<file path="src/rtl/max7219_pkg.sv">
// Shared constants and state types for the MAX7219 command sequencer.
package max7219_pkg;

   localparam logic [7:0] REG_DIGIT0    = 8'h01;
   localparam logic [7:0] REG_DECODE    = 8'h09;
   localparam logic [7:0] REG_INTENSITY = 8'h0A;
   localparam logic [7:0] REG_SCANLIM   = 8'h0B;
   localparam logic [7:0] REG_SHUTDN    = 8'h0C;
   localparam logic [7:0] REG_TEST      = 8'h0F;

   typedef enum logic [2:0] {
      WAIT_PWR,
      INIT,
      CLEAR,
      IDLE,
      INT,
      ROWS
   } top_state_t;

   typedef enum logic [1:0] {
      H_IDLE,
      H_REQ,
      H_WAIT_LOW
   } hs_state_t;

endpackage

</file>
<file path="src/rtl/max7219_if.sv">
// Word handshake between the sequencer and the MAX7219 SPI serializer.
interface max7219_if;
   logic       str;
   logic [7:0] IRreg;
   logic [7:0] data;
   logic       busy;

   modport master (output str, output IRreg, output data, input busy);
   modport slave  (input str, input IRreg, input data, output busy);
endinterface

</file>
<file path="src/rtl/max7219_word_hs.sv">
// One register/data word per str/busy handshake; busy is synchronized here.
//   state      | meaning
//   H_IDLE     | str low, waiting for go to latch the next word
//   H_REQ      | str high, word held, waiting for busy_s=1
//   H_WAIT_LOW | str low, waiting for busy_s=0 (word accepted)
module max7219_word_hs
   import max7219_pkg::*;
(
   input  logic       sys_clk,
   input  logic       rst,
   input  logic       go_i,
   input  logic [7:0] addr_i,
   input  logic [7:0] dat_i,
   output logic       done_o,
   max7219_if.master  ser
);

   hs_state_t  state_q, state_d;
   logic       busy_m_q, busy_s_q;
   logic       str_q, str_d;
   logic [7:0] ir_q, ir_d;
   logic [7:0] dat_q, dat_d;

   always_ff @(posedge sys_clk) begin
      if (rst) begin
         state_q  <= H_IDLE;
         busy_m_q <= 1'b0;
         busy_s_q <= 1'b0;
         str_q    <= 1'b0;
         ir_q     <= 8'h00;
         dat_q    <= 8'h00;
      end else begin
         state_q  <= state_d;
         busy_m_q <= ser.busy;
         busy_s_q <= busy_m_q;
         str_q    <= str_d;
         ir_q     <= ir_d;
         dat_q    <= dat_d;
      end
   end

   always_comb begin
      state_d = state_q;
      str_d   = str_q;
      ir_d    = ir_q;
      dat_d   = dat_q;
      done_o  = 1'b0;
      unique case (state_q)
         H_IDLE: begin
            if (go_i) begin
               ir_d    = addr_i;
               dat_d   = dat_i;
               str_d   = 1'b1;
               state_d = H_REQ;
            end
         end
         H_REQ: begin
            if (busy_s_q) begin
               str_d   = 1'b0;
               state_d = H_WAIT_LOW;
            end
         end
         H_WAIT_LOW: begin
            if (!busy_s_q) begin
               done_o  = 1'b1;
               state_d = H_IDLE;
            end
         end
         default: state_d = H_IDLE;
      endcase
   end

   assign ser.str   = str_q;
   assign ser.IRreg = ir_q;
   assign ser.data  = dat_q;

endmodule

</file>
<file path="src/rtl/max7219_ctrl.sv">
// MAX7219 command sequencer: power-up delay, init, clear, then frame/intensity passes.
//   state    | meaning
//   WAIT_PWR | power-up delay down-counter running
//   INIT     | sending the 5 configuration words
//   CLEAR    | blanking digit rows 1..8
//   IDLE     | picking the next pass (intensity before frame)
//   INT      | sending one intensity word
//   ROWS     | sending the 8 shadow rows
module max7219_ctrl
   import max7219_pkg::*;
#(
   parameter int         STARTUP_CYCLES = 1000,
   parameter logic [2:0] SCAN_LIMIT     = 3'd7
) (
   input  logic        sys_clk,
   input  logic        rst,
   input  logic [63:0] frame,
   input  logic        frame_load,
   input  logic [3:0]  intensity,
   input  logic        int_load,
   output logic        init_done,
   output logic        frame_done,
   max7219_if.master   ser
);

   localparam int CW = $clog2(STARTUP_CYCLES + 1);

   top_state_t  state_q, state_d;
   logic [CW-1:0] tmr_q, tmr_d;
   logic [2:0]  wcnt_q, wcnt_d;
   logic [63:0] stage_q, stage_d;
   logic [63:0] shadow_q, shadow_d;
   logic        frame_pend_q, frame_pend_d;
   logic        int_pend_q, int_pend_d;
   logic        init_done_q, init_done_d;
   logic        frame_done_q, frame_done_d;
   logic        go;
   logic        hs_done;
   logic [7:0]  w_addr, w_data;

   always_ff @(posedge sys_clk) begin
      if (rst) begin
         state_q      <= WAIT_PWR;
         tmr_q        <= CW'(STARTUP_CYCLES - 1);
         wcnt_q       <= 3'd0;
         stage_q      <= 64'h0;
         shadow_q     <= 64'h0;
         frame_pend_q <= 1'b0;
         int_pend_q   <= 1'b0;
         init_done_q  <= 1'b0;
         frame_done_q <= 1'b0;
      end else begin
         state_q      <= state_d;
         tmr_q        <= tmr_d;
         wcnt_q       <= wcnt_d;
         stage_q      <= stage_d;
         shadow_q     <= shadow_d;
         frame_pend_q <= frame_pend_d;
         int_pend_q   <= int_pend_d;
         init_done_q  <= init_done_d;
         frame_done_q <= frame_done_d;
      end
   end

   always_comb begin
      state_d      = state_q;
      tmr_d        = tmr_q;
      wcnt_d       = wcnt_q;
      stage_d      = stage_q;
      shadow_d     = shadow_q;
      frame_pend_d = frame_pend_q;
      int_pend_d   = int_pend_q;
      init_done_d  = init_done_q;
      frame_done_d = 1'b0;
      go           = 1'b0;
      w_addr       = 8'h00;
      w_data       = 8'h00;
      unique case (state_q)
         WAIT_PWR: begin
            if (tmr_q == '0) state_d = INIT;
            else             tmr_d   = tmr_q - CW'(1);
         end
         INIT: begin
            go = 1'b1;
            case (wcnt_q)
               3'd0:    begin w_addr = REG_TEST;      w_data = 8'h00;              end
               3'd1:    begin w_addr = REG_DECODE;    w_data = 8'h00;              end
               3'd2:    begin w_addr = REG_INTENSITY; w_data = {4'h0, intensity};  end
               3'd3:    begin w_addr = REG_SCANLIM;   w_data = {5'b0, SCAN_LIMIT}; end
               default: begin w_addr = REG_SHUTDN;    w_data = 8'h01;              end
            endcase
            if (hs_done) begin
               if (wcnt_q == 3'd4) begin
                  wcnt_d  = 3'd0;
                  state_d = CLEAR;
               end else begin
                  wcnt_d = wcnt_q + 3'd1;
               end
            end
         end
         CLEAR: begin
            go     = 1'b1;
            w_addr = REG_DIGIT0 + {5'b0, wcnt_q};
            if (hs_done) begin
               wcnt_d = wcnt_q + 3'd1;
               if (wcnt_q == 3'd7) begin
                  state_d     = IDLE;
                  init_done_d = 1'b1;
               end
            end
         end
         IDLE: begin
            if (int_pend_q) begin
               state_d = INT;
            end else if (frame_pend_q) begin
               shadow_d     = stage_q;
               frame_pend_d = 1'b0;
               state_d      = ROWS;
            end
         end
         INT: begin
            go     = 1'b1;
            w_addr = REG_INTENSITY;
            w_data = {4'h0, intensity};
            if (hs_done) begin
               int_pend_d = 1'b0;
               state_d    = IDLE;
            end
         end
         ROWS: begin
            go     = 1'b1;
            w_addr = REG_DIGIT0 + {5'b0, wcnt_q};
            w_data = shadow_q[{wcnt_q, 3'b000} +: 8];
            if (hs_done) begin
               wcnt_d = wcnt_q + 3'd1;
               if (wcnt_q == 3'd7) begin
                  frame_done_d = 1'b1;
                  state_d      = IDLE;
               end
            end
         end
         default: state_d = WAIT_PWR;
      endcase
      // New requests win over the clear of a flag in the same cycle.
      if (frame_load) begin
         stage_d      = frame;
         frame_pend_d = 1'b1;
      end
      if (int_load) int_pend_d = 1'b1;
   end

   max7219_word_hs u_hs (
      .sys_clk (sys_clk),
      .rst     (rst),
      .go_i    (go),
      .addr_i  (w_addr),
      .dat_i   (w_data),
      .done_o  (hs_done),
      .ser     (ser)
   );

   assign init_done  = init_done_q;
   assign frame_done = frame_done_q;

endmodule

</file>
<file path="src/flat_wrapper.sv">
// flat-port wrapper written by rule: the top's interface ports become plain ports
module max7219_ctrl_flat import max7219_pkg::*;
#(
   parameter int         STARTUP_CYCLES = 1000,
   parameter logic [2:0] SCAN_LIMIT     = 3'd7
)
  (sys_clk, rst, frame, frame_load, intensity, int_load, init_done, frame_done, ser_str, ser_IRreg, ser_data, ser_busy);
  max7219_if ser_i ();
  input  logic sys_clk;
  input  logic rst;
  input  logic [63:0] frame;
  input  logic frame_load;
  input  logic [3:0] intensity;
  input  logic int_load;
  output logic init_done;
  output logic frame_done;
  output wire logic [$bits(ser_i.str)-1:0] ser_str;
  output wire logic [$bits(ser_i.IRreg)-1:0] ser_IRreg;
  output wire logic [$bits(ser_i.data)-1:0] ser_data;
  input wire logic [$bits(ser_i.busy)-1:0] ser_busy;
  assign ser_str = ser_i.str;
  assign ser_IRreg = ser_i.IRreg;
  assign ser_data = ser_i.data;
  assign ser_i.busy = ser_busy;
  max7219_ctrl #(.STARTUP_CYCLES(STARTUP_CYCLES), .SCAN_LIMIT(SCAN_LIMIT)) u_core (.sys_clk(sys_clk), .rst(rst), .frame(frame), .frame_load(frame_load), .intensity(intensity), .int_load(int_load), .init_done(init_done), .frame_done(frame_done), .ser(ser_i));
endmodule
</file>
<file path="config.mk">
export PLATFORM = sky130hd
export DESIGN_NAME = max7219_ctrl_flat
export DESIGN_NICKNAME = d
export VERILOG_FILES = /design/src/rtl/max7219_pkg.sv /design/src/rtl/max7219_if.sv /design/src/rtl/max7219_word_hs.sv /design/src/rtl/max7219_ctrl.sv /design/src/flat_wrapper.sv
export SDC_FILE = /design/constraint.sdc
export NUM_CORES = 1
export LEC_CHECK = 0
export CORE_ASPECT_RATIO = 0.7
export CORE_UTILIZATION = 50
export CTS_CLUSTER_DIAMETER = 50
export DETAILED_ROUTE_END_ITERATION = 6
export PLACE_DENSITY = 0.71
export RECOVER_POWER = 25
export SLEW_MARGIN = 15
export SYNTH_ARGS = -nofsm -noshare
export SYNTH_HDL_FRONTEND = slang
export SYNTH_SLANG_ARGS = --single-unit
</file>
<file path="constraint.sdc">
create_clock -name sys_clk -period 5.6 [get_ports sys_clk]
set_input_delay 1.12 -clock sys_clk [delete_from_list [all_inputs] [get_ports sys_clk]]
set_output_delay 1.12 -clock sys_clk [all_outputs]
set_load 0.005 [all_outputs]
</file>
# Word-level counts from Yosys, hierarchy flattened
# Cells that the tools add are included.
# W data, S select, Z words.
word_totals:
  reg_bits: 169
  elab_cells: 103
  input_bits: 73
  output_inout_bits: 19
op_classes:
  add_sub_neg: 3
  muxes: 34
  n_eq_ne: 23
  shift: 1
  n_reduce_logical: 23
  n_bitwise: 4
op_table:
  columns: ["op", "n"]
  rows:
  - ["$shiftx A64 B7 Y8", 1]
  - ["$pmux W8 S3", 2]
  - ["$mux W3", 11]
  - ["$pmux W3 S5", 1]
  - ["$reduce_and A3 Y1", 5]
  - ["$ne A2 B1 Y1 const B", 7]
  - ["$eq A3 B2 Y1 const B", 4]
  - ["$eq A3 B3 Y1 const B", 4]
  - ["$mux W1", 12]
  - ["$pmux W3 S4", 1]
  - ["$pmux W4 S3", 1]
  - ["$logic_not A10 Y1", 1]
  - ["$reduce_bool A2 Y1", 5]
  - ["$sub A10 B1 Y10 const B", 1]
  - ["$reduce_and A2 Y1", 4]
  - ["$reduce_and A7 Y1", 1]
  - ["$eq A3 B1 Y1 const B", 2]
  - ["$logic_not A3 Y1", 2]
  - ["$mux W2", 3]
  - ["$ne A2 B2 Y1 const B", 3]
  - ["$pmux W2 S3", 1]
  - ["$pmux W3 S2", 1]
  - ["$add A1 B3 Y4 const A", 1]
  - ["$not A1 Y1", 4]
  - ["9 further kinds", 10]

# Depth between registers and ports, before layout
# Gate-level depths: netlist of run 1.
logic_depth:
  word_depth: 5
  ltp_mapped: 8
  depth_no_buf: 6

# Cells and area by module
# Synthesis of run 1 repeated with hierarchy kept, for this count alone.
hier_totals:
  cells_unflattened: 780
  hier_area_um2: 7131.8
modules_own_cells:
  columns: ["module", "seq_area_each_um2", "cells_per_inst", "area_per_inst_um2", "n_inst"]
  rows:
  - ["max7219_ctrl", 2962.8, 691, 6193.4, 1]
  - ["max7219_word_hs", 420.4, 89, 938.4, 1]

# Worst setup path before layout of run 1
# OpenSTA, ideal clock, no wires.
synth_path:
  path_type: "register to register"
  from: "register u_core.wcnt_q[1]"
  to: "register u_core.u_hs.dat_q[2] (netlist: u_core.u_hs.ser.data[2])"
  required_ps: 5465
  path_slack_ps: 3370
  period_less_slack_ps: 2230
  setup_ps: 135
  path_buffers: 2
  stages_incl_launch_ff: 9
  t_arrival_ps: 2095
  path_cell_list: "dfxtp_1 clkbuf_1 buf_1 inv_1 ha_1 nor4_1 nor2_1 a32oi_1 a31oi_1"
synth_between:
  elab_chain_len: 4
  word_cells_on_any_way: 8
  classes_between: "eq/ne (3); shift (1); mux (2); reduce/logical (2)"
synth_rtl:
  columns: ["element", "line", "rtl"]
  rows:
  - ["start: declaration", "max7219_ctrl.sv:30", "logic [2:0] wcnt_q, wcnt_d;"]
  - ["start signal: assignment", "max7219_ctrl.sv:55", "wcnt_q <= wcnt_d;"]
  - ["branches (longest 3 deep; another with $shiftx A64 B7 Y8)", null, null]
  - ["$pmux W8 S3 (*)", "max7219_ctrl.sv:78", "unique case (state_q)"]
  - ["end signal: assignment", "max7219_word_hs.sv:38", "dat_q <= dat_d;"]
  - ["end: declaration", "max7219_word_hs.sv:22", "logic [7:0] dat_q, dat_d;"]
# Every way passes the cells marked *.
# A chain may end at the register's enable or synchronous reset.

# Final worst setup path of run 1
layout_path:
  from: "register u_core.wcnt_q[1]"
  to: "register u_core.state_q[0]"
layout_between:
  elab_chain_len: 3
  word_cells_on_any_way: 5
  classes_between: "eq/ne (4); reduce/logical (1)"
layout_rtl:
  columns: ["element", "line", "rtl"]
  rows:
  - ["$eq A3 B3 Y1 (on tied branches)", "max7219_ctrl.sv:93, max7219_ctrl.sv:106, max7219_ctrl.sv:136", null]
  - ["$ne A2 B1 Y1 (no source line)", null, null]
  - ["$reduce_and A7 Y1 (no source line) (*)", null, null]
  - ["end signal: assignment", "max7219_ctrl.sv:53", "state_q <= state_d;"]
  - ["end: declaration", "max7219_ctrl.sv:28", "top_state_t state_q, state_d;"]
# Every way passes the cells marked *; elsewhere a longest branch is shown, timed or not.

==> results of run 1 <==
flip-flops by register name, summed over array words and instances (netlist names):
signal and cells:
u_core.frame_done 1, u_core.frame_pend_q 1, u_core.init_done 1, u_core.int_pend_q 1, u_core.shadow_q 64, u_core.stage_q 64
u_core.state_q 3, u_core.tmr_q 10, u_core.u_hs.busy_m_q 1, u_core.u_hs.busy_s_q 1, u_core.u_hs.ser.IRreg 4, u_core.u_hs.ser.data 8
u_core.u_hs.ser.str 1, u_core.u_hs.state_q 2, u_core.wcnt_q 3
area by class of cell:
cell class                 count  share of cell area [%]
sequential                   165                    39.5
multi-input combinational    520                    39.4
timing repair buffer          90                    10.6
clock buffer                  19                    5.18
tap                          185                    2.77
clock inverter                13                    2.05
inverter                      11                   0.494
cell families (layout without fill, tap and decap cells):
logic type / Yosys count / count (layout) / synth area share, %
adder cells (fa/ha/maj): 9 / 9 / 1.64
multiplexers: 90 / 90 / 16.0
other: 1 / 4 / 0.0546
AO/OA/AOI/OAI: 130 / 130 / 11.1
buffers and inverters: 66 / 133 / 4.24
flip-flops: 165 / 165 / 48.1
AND/OR/NAND/NOR: 284 / 284 / 18.5
XOR/XNOR: 3 / 3 / 0.383
worst paths after layout:
check                                                      from                         endpoint
worst min register to register  u_core.u_hs.busy_m_q$_SDFF_PP0_  u_core.u_hs.busy_s_q$_SDFF_PP0_
worst max-delay path              u_core.wcnt_q[1]$_SDFFE_PP0P_   u_core.state_q[0]$_SDFFE_PP0P_
worst max register to register    u_core.wcnt_q[1]$_SDFFE_PP0P_   u_core.state_q[0]$_SDFFE_PP0P_
worst min-delay path            u_core.u_hs.busy_m_q$_SDFF_PP0_  u_core.u_hs.busy_s_q$_SDFF_PP0_
per-layer routing:
metal  up-vias  share of wire [%]
li1       2681                  -
met1      2604                 48
met2       181                 44
met3        20                6.3
met4         0                1.4
met5         -                  0
power groups by stage:
stage	Combinational (mW)	Clock, mW	Sequential [mW]
final	0.138	1.21	1.23
after global routing	0.152	1.27	1.23
after CTS	0.139	1.22	1.23
after detailed placement	0.138	0	1.25
after global placement	0.134	0	1.25
after floorplan	0.0770	0	1.24
cells in the mapped netlist, types with 5 or more instances:
cell type	instances	share of area, %
mux4_2	16	5.2
buf_2	16	1.2
o21ai_0	11	0.80
nand2b_1	9	0.82
dfxtp_1	165	48
nor2_1	87	4.8
nor2b_1	6	0.55
nor3b_1	5	0.55
nor3_1	7	0.51
ha_1	9	1.6
mux2i_1	74	11
inv_1	10	0.55
nand3_1	7	0.51
clkbuf_1	32	1.7
a21oi_1	82	6.0
nand2_1	133	7.3
or3_1	5	0.46
metrics by stage:
step | hold WS (ns) | setup WS, ns | area, sq um | util [%]
after floorplan | 0.414 | 3.37 | 6880 | -
after detailed placement | 0.436 | 2.73 | 7750 | 58.4
after global placement | 0.429 | 2.81 | 7750 | 58.4
after CTS | 0.450 | 2.86 | 8360 | 63.0
after global routing | 0.464 | 2.68 | 8360 | 63.0
final | 0.445 | 2.86 | 8360 | 63.0
==> impl_metrics.env, run 1 <==
export IMPL_instances_no_fill=1003
export IMPL_ant_nets=0
export IMPL_async_reset_ff_share_pct=0
export IMPL_regArea_sq_um=3300
export IMPL_p_total_mw=2.57
export IMPL_critPathMaxStageDelay_ns=1.06
export IMPL_internal_power_mw=1.99
export IMPL_cp_start_kind="register"
export IMPL_yosys_most_used_dff="dfxtp_1"
export IMPL_post_route_period_util_pct=48.9
export IMPL_netlist_cell_type_count=60
export IMPL_wl_per_cell_um=16.2
export IMPL_drtIter0Drc=381
export IMPL_clk_latency_ns=0.43
export IMPL_vias=5486
export IMPL_switching_share_pct=22.4
export IMPL_post_cts_buffers=0
export IMPL_grt_use_met2_pct=37.1
export IMPL_final_max_slew_viol_count=0
export IMPL_endpoint_kind="register"
export IMPL_combPwrFrac_pct=5.4
export IMPL_rsz0062_at_grt="false"
export IMPL_yosysSeqAreaShare_pct=48.1
export IMPL_grt_pass1_vias=5249
export IMPL_skew_ns=0.00807
export IMPL_synthesis_area_sq_um=6870
export IMPL_htree_levels=4
export IMPL_core_area_sq_um=13300
export IMPL_wirelength_um=16300
export IMPL_rr_worst_depth=6
export IMPL_clock_sinks=165
export IMPL_p_clk_share_pct=46.9
export IMPL_fillers=1088
export IMPL_cts_resized_gates=0
export IMPL_cp_required_ns=5.89
export IMPL_p_seq_share_pct=47.7
export IMPL_drc=0
export IMPL_crit_chain="ha_1 -> ha_1 -> nand4bb_1 -> a32o_1 -> o311ai_0 -> o41ai_1"
export IMPL_dpl_hpwl_um=10900
export IMPL_reg2reg_setup_slack_ns=2.86
export IMPL_hold_depth=1
export IMPL_path_buf_inv=0
export IMPL_final_hold_viol_count=0
export IMPL_insertedDiodeCount=0
export IMPL_die_area_sq_um=14200
export IMPL_cts_hold_buf=0
export IMPL_grt_start_max_net_pins=98
export IMPL_power_density_nw_per_um2=307
export IMPL_syn_area_per_cell_sq_um=9.18
export IMPL_crit_arrival_ns=3.03
export IMPL_cts_tree="yes"
export IMPL_p_sw_uw=576
export IMPL_cts_made_buffers=17
export IMPL_initial_core_util_pct=51.8
export IMPL_fmax_mhz=365
export IMPL_area_delta_synth_final_pct=21.7
export IMPL_synth_edf_count=0
export IMPL_multi_input_area_sq_um=3290
export IMPL_fp_dieW_um=142
export IMPL_cp_top_family="flip-flops"
export IMPL_report_final_setup_viol=0
export IMPL_hold_path_class="register to register"
export IMPL_cp_depth=6
export IMPL_crit_top_cell="ha_1"
export IMPL_dp_cells=971
export IMPL_drt_pass1_iter_count=5
export IMPL_yosysWarnings=0
export IMPL_vias_per_cell=5.47
export IMPL_die_h_um=100
export IMPL_cts_buffer_depth=2
export IMPL_mostFrequentLayoutCells="dfxtp_1, nand2_1, nor2_1, clkdlybuf4s50_1, a21oi_1"
export IMPL_worstSetupPathType="register to register"
export IMPL_grt_usage_pct=24.5
export IMPL_antenna_found_initial=0
export IMPL_setup_tns_ns=0
export IMPL_portBuffers=87
export IMPL_final_common_cell="dfxtp_1"
export IMPL_use_met3_pct=5.77
export IMPL_layout_nets=887
export IMPL_rows=35
export IMPL_cp_slowest_cell="dfxtp_1"
export IMPL_fin_crit_ns=2.74
export IMPL_root_buffer="clkbuf_16"
export IMPL_drive_gt1_share_pct=7.33
export IMPL_drv_cap=0
export IMPL_status="completed"
export IMPL_pin_count=92
export IMPL_grt_overflow=0
export IMPL_worst_pin_slew_ns=1.12
export IMPL_synth_seq_cells=165
export IMPL_vdd_drop_max_uv=165
export IMPL_crit_fanout=21
export IMPL_slew_headroom_pct=25.1
export IMPL_syn_inst=748
export IMPL_met1_usage_pct=34.5
export IMPL_clkTransAtPathRegs_ns=0.07
export IMPL_p_leak_nw=3.17
export IMPL_gp_congestion=0.851
export IMPL_busiest_layer="met2"
export IMPL_grt_pass1_wl_um=26900
No activity file was read; power rests on OpenSTA's default activity.
==> inputs of run 2 (changes only) <==
Settings changed: CORE_UTILIZATION 50 to 49, PLACE_DENSITY 0.71 to 0.72.
Clock period 5.6 ns to 2.42 ns, I/O delays scaled along.
==> run 2 against run 1 <==
Effect of this change: hold slack better by 0.0011 ns; global-route usage is 1.4 points lower; sequential cell count stayed put; non-clock buffer count up 7; largest power group unchanged.
==> impl_metrics.env, run 2 (synthesis results as in run 1) <==
export IMPL_grt_usage_pct=23.1
export IMPL_grt_pass1_vias=5031
export IMPL_multi_input_area_sq_um=3290
export IMPL_power_density_nw_per_um2=709
export IMPL_insertedDiodeCount=0
export IMPL_dpl_hpwl_um=11100
export IMPL_vdd_drop_max_uv=445
export IMPL_p_seq_share_pct=47.6
export IMPL_cts_resized_gates=0
export IMPL_die_h_um=101
export IMPL_portBuffers=87
export IMPL_grt_start_max_net_pins=68
export IMPL_p_clk_share_pct=47.0
export IMPL_crit_arrival_ns=2.37
export IMPL_rows=35
export IMPL_drt_pass1_iter_count=5
export IMPL_report_final_setup_viol=0
export IMPL_drc=0
export IMPL_wirelength_um=16000
export IMPL_clkTransAtPathRegs_ns=0.07
export IMPL_switching_share_pct=22.3
export IMPL_ant_nets=0
export IMPL_clk_latency_ns=0.42
export IMPL_drtIter0Drc=398
export IMPL_gp_congestion=0.870
export IMPL_rsz0062_at_grt="false"
export IMPL_hold_path_class="register to register"
export IMPL_area_delta_synth_final_pct=22.6
export IMPL_fmax_mhz=473
export IMPL_fillers=1139
export IMPL_cp_slowest_cell="clkbuf_2"
export IMPL_cp_start_kind="input port"
export IMPL_layout_nets=894
export IMPL_post_cts_buffers=0
export IMPL_setup_tns_ns=0
export IMPL_grt_pass1_wl_um=25600
export IMPL_path_buf_inv=2
export IMPL_vias_per_cell=5.38
export IMPL_vias=5426
export IMPL_cts_tree="yes"
export IMPL_cp_top_family="buffers and inverters"
export IMPL_final_common_cell="dfxtp_1"
export IMPL_internal_power_mw=4.64
export IMPL_cts_buffer_depth=2
export IMPL_fp_dieW_um=144
export IMPL_top_regs="u_core.shadow_q (64), u_core.stage_q (64), u_core.tmr_q (10)"
export IMPL_final_max_slew_viol_count=0
export IMPL_hold_slack_ns=0.446
export IMPL_p_leak_nw=3.19
export IMPL_antenna_found_initial=0
export IMPL_finalWorstSetupSlack_ns=0.305
export IMPL_critPathMaxStageDelay_ns=1.09
export IMPL_combPwrFrac_pct=5.4
export IMPL_htree_levels=4
export IMPL_p_sw_mw=1.33
export IMPL_crit_chain="clkbuf_1 -> clkbuf_2 -> nor2_1"
export IMPL_worst_pin_slew_ns=1.29
export IMPL_status="completed"
export IMPL_clock_sinks=165
export IMPL_regArea_sq_um=3300
export IMPL_drv_cap=0
export IMPL_core_area_sq_um=13400
export IMPL_drive_gt1_share_pct=8.37
export IMPL_final_hold_viol_count=0
export IMPL_fin_crit_ns=2.11
export IMPL_worstSetupPathType="input port to register"
export IMPL_skew_ns=0.0108
export IMPL_endpoint_kind="register"
export IMPL_pin_count=92
export IMPL_pre_cts_slack_ns=0.419
export IMPL_cts_hold_buf=0
export IMPL_p_total_mw=5.97
export IMPL_root_buffer="clkbuf_16"
export IMPL_wl_per_cell_um=15.9
export IMPL_slew_headroom_pct=13.9
export IMPL_cp_required_ns=2.67
export IMPL_die_area_sq_um=14500
export IMPL_crit_fanout=67
export IMPL_mostFrequentLayoutCells="dfxtp_1, nand2_1, nor2_1, clkdlybuf4s50_1, a21oi_1"
export IMPL_initial_core_util_pct=51.3
export IMPL_cts_made_buffers=17
export IMPL_post_route_period_util_pct=87.4
export IMPL_grt_overflow=0
[run 2: cell count changes in the layout (fill, tap and decap cells not counted), sizes merged]
cell	change
dlygate4sd3	+1
inv	-1
buf	+3
clkbuf	+3
clkdlybuf4s50	-1
clkinvlp	+1
[run 2: power groups by stage]
| stage | sequential [mW] | combinational (mW) | clock [mW] |
|---|---|---|---|
| detailed placement | 2.90 | 0.324 | 0 |
| CTS | 2.84 | 0.326 | 2.84 |
| finish | 2.84 | 0.321 | 2.81 |
| floorplan | 2.88 | 0.178 | 0 |
| global route | 2.85 | 0.350 | 2.95 |
| global placement | 2.90 | 0.314 | 0 |
[run 2: layer usage]
metal,track usage [%],vias up,wire length (um)
met5,0,-,0
met4,5.65,0,97
met3,5.04,11,941
met2,35.7,146,7080
met1,32.8,2569,7890
li1,-,2700,-
[run 2: path summary, 6_finish.rpt]
path                                        start                                to  slack [ns]  cells past startpoint
setup / recovery                              rst    u_core.stage_q[7]$_SDFFE_PP0P_        0.31                      3
hold / removal    u_core.stage_q[51]$_SDFFE_PP0P_  u_core.shadow_q[51]$_SDFFE_PP0P_        0.45                      2
setup reg to reg   u_core.state_q[2]$_SDFFE_PP0P_   u_core.shadow_q[2]$_SDFFE_PP0P_        0.42                      5
hold reg to reg   u_core.stage_q[51]$_SDFFE_PP0P_  u_core.shadow_q[51]$_SDFFE_PP0P_        0.45                      2
[run 2: through the flow]
stage          instance area [sq um]  utilization [%]  std cells
4_1_cts                         8440             63.0       1009
3_3_place_gp                    7830             58.4        978
6_report                        8420             62.8       1009
2_1_floorplan                   6880                -        751
5_1_grt                         8420             62.8       1009
3_5_place_dp                    7830             58.4        978
[run 2: final cells by class]
cell class / count / area share [%]
inverter: 11 / 0.490
sequential: 165 / 39.2
multi-input combinational: 520 / 39.1
clock inverter: 13 / 2.07
clock buffer: 18 / 5.22
timing repair buffer: 97 / 11.2
tap: 185 / 2.75
[run 2: worst register-to-register path: cells and delay by family (launching register included)]
kind	cells	cell delay, ns
simple gates	3	0.74
flops	1	0.71
compound gates	1	0.17
buf+inv	1	0.28
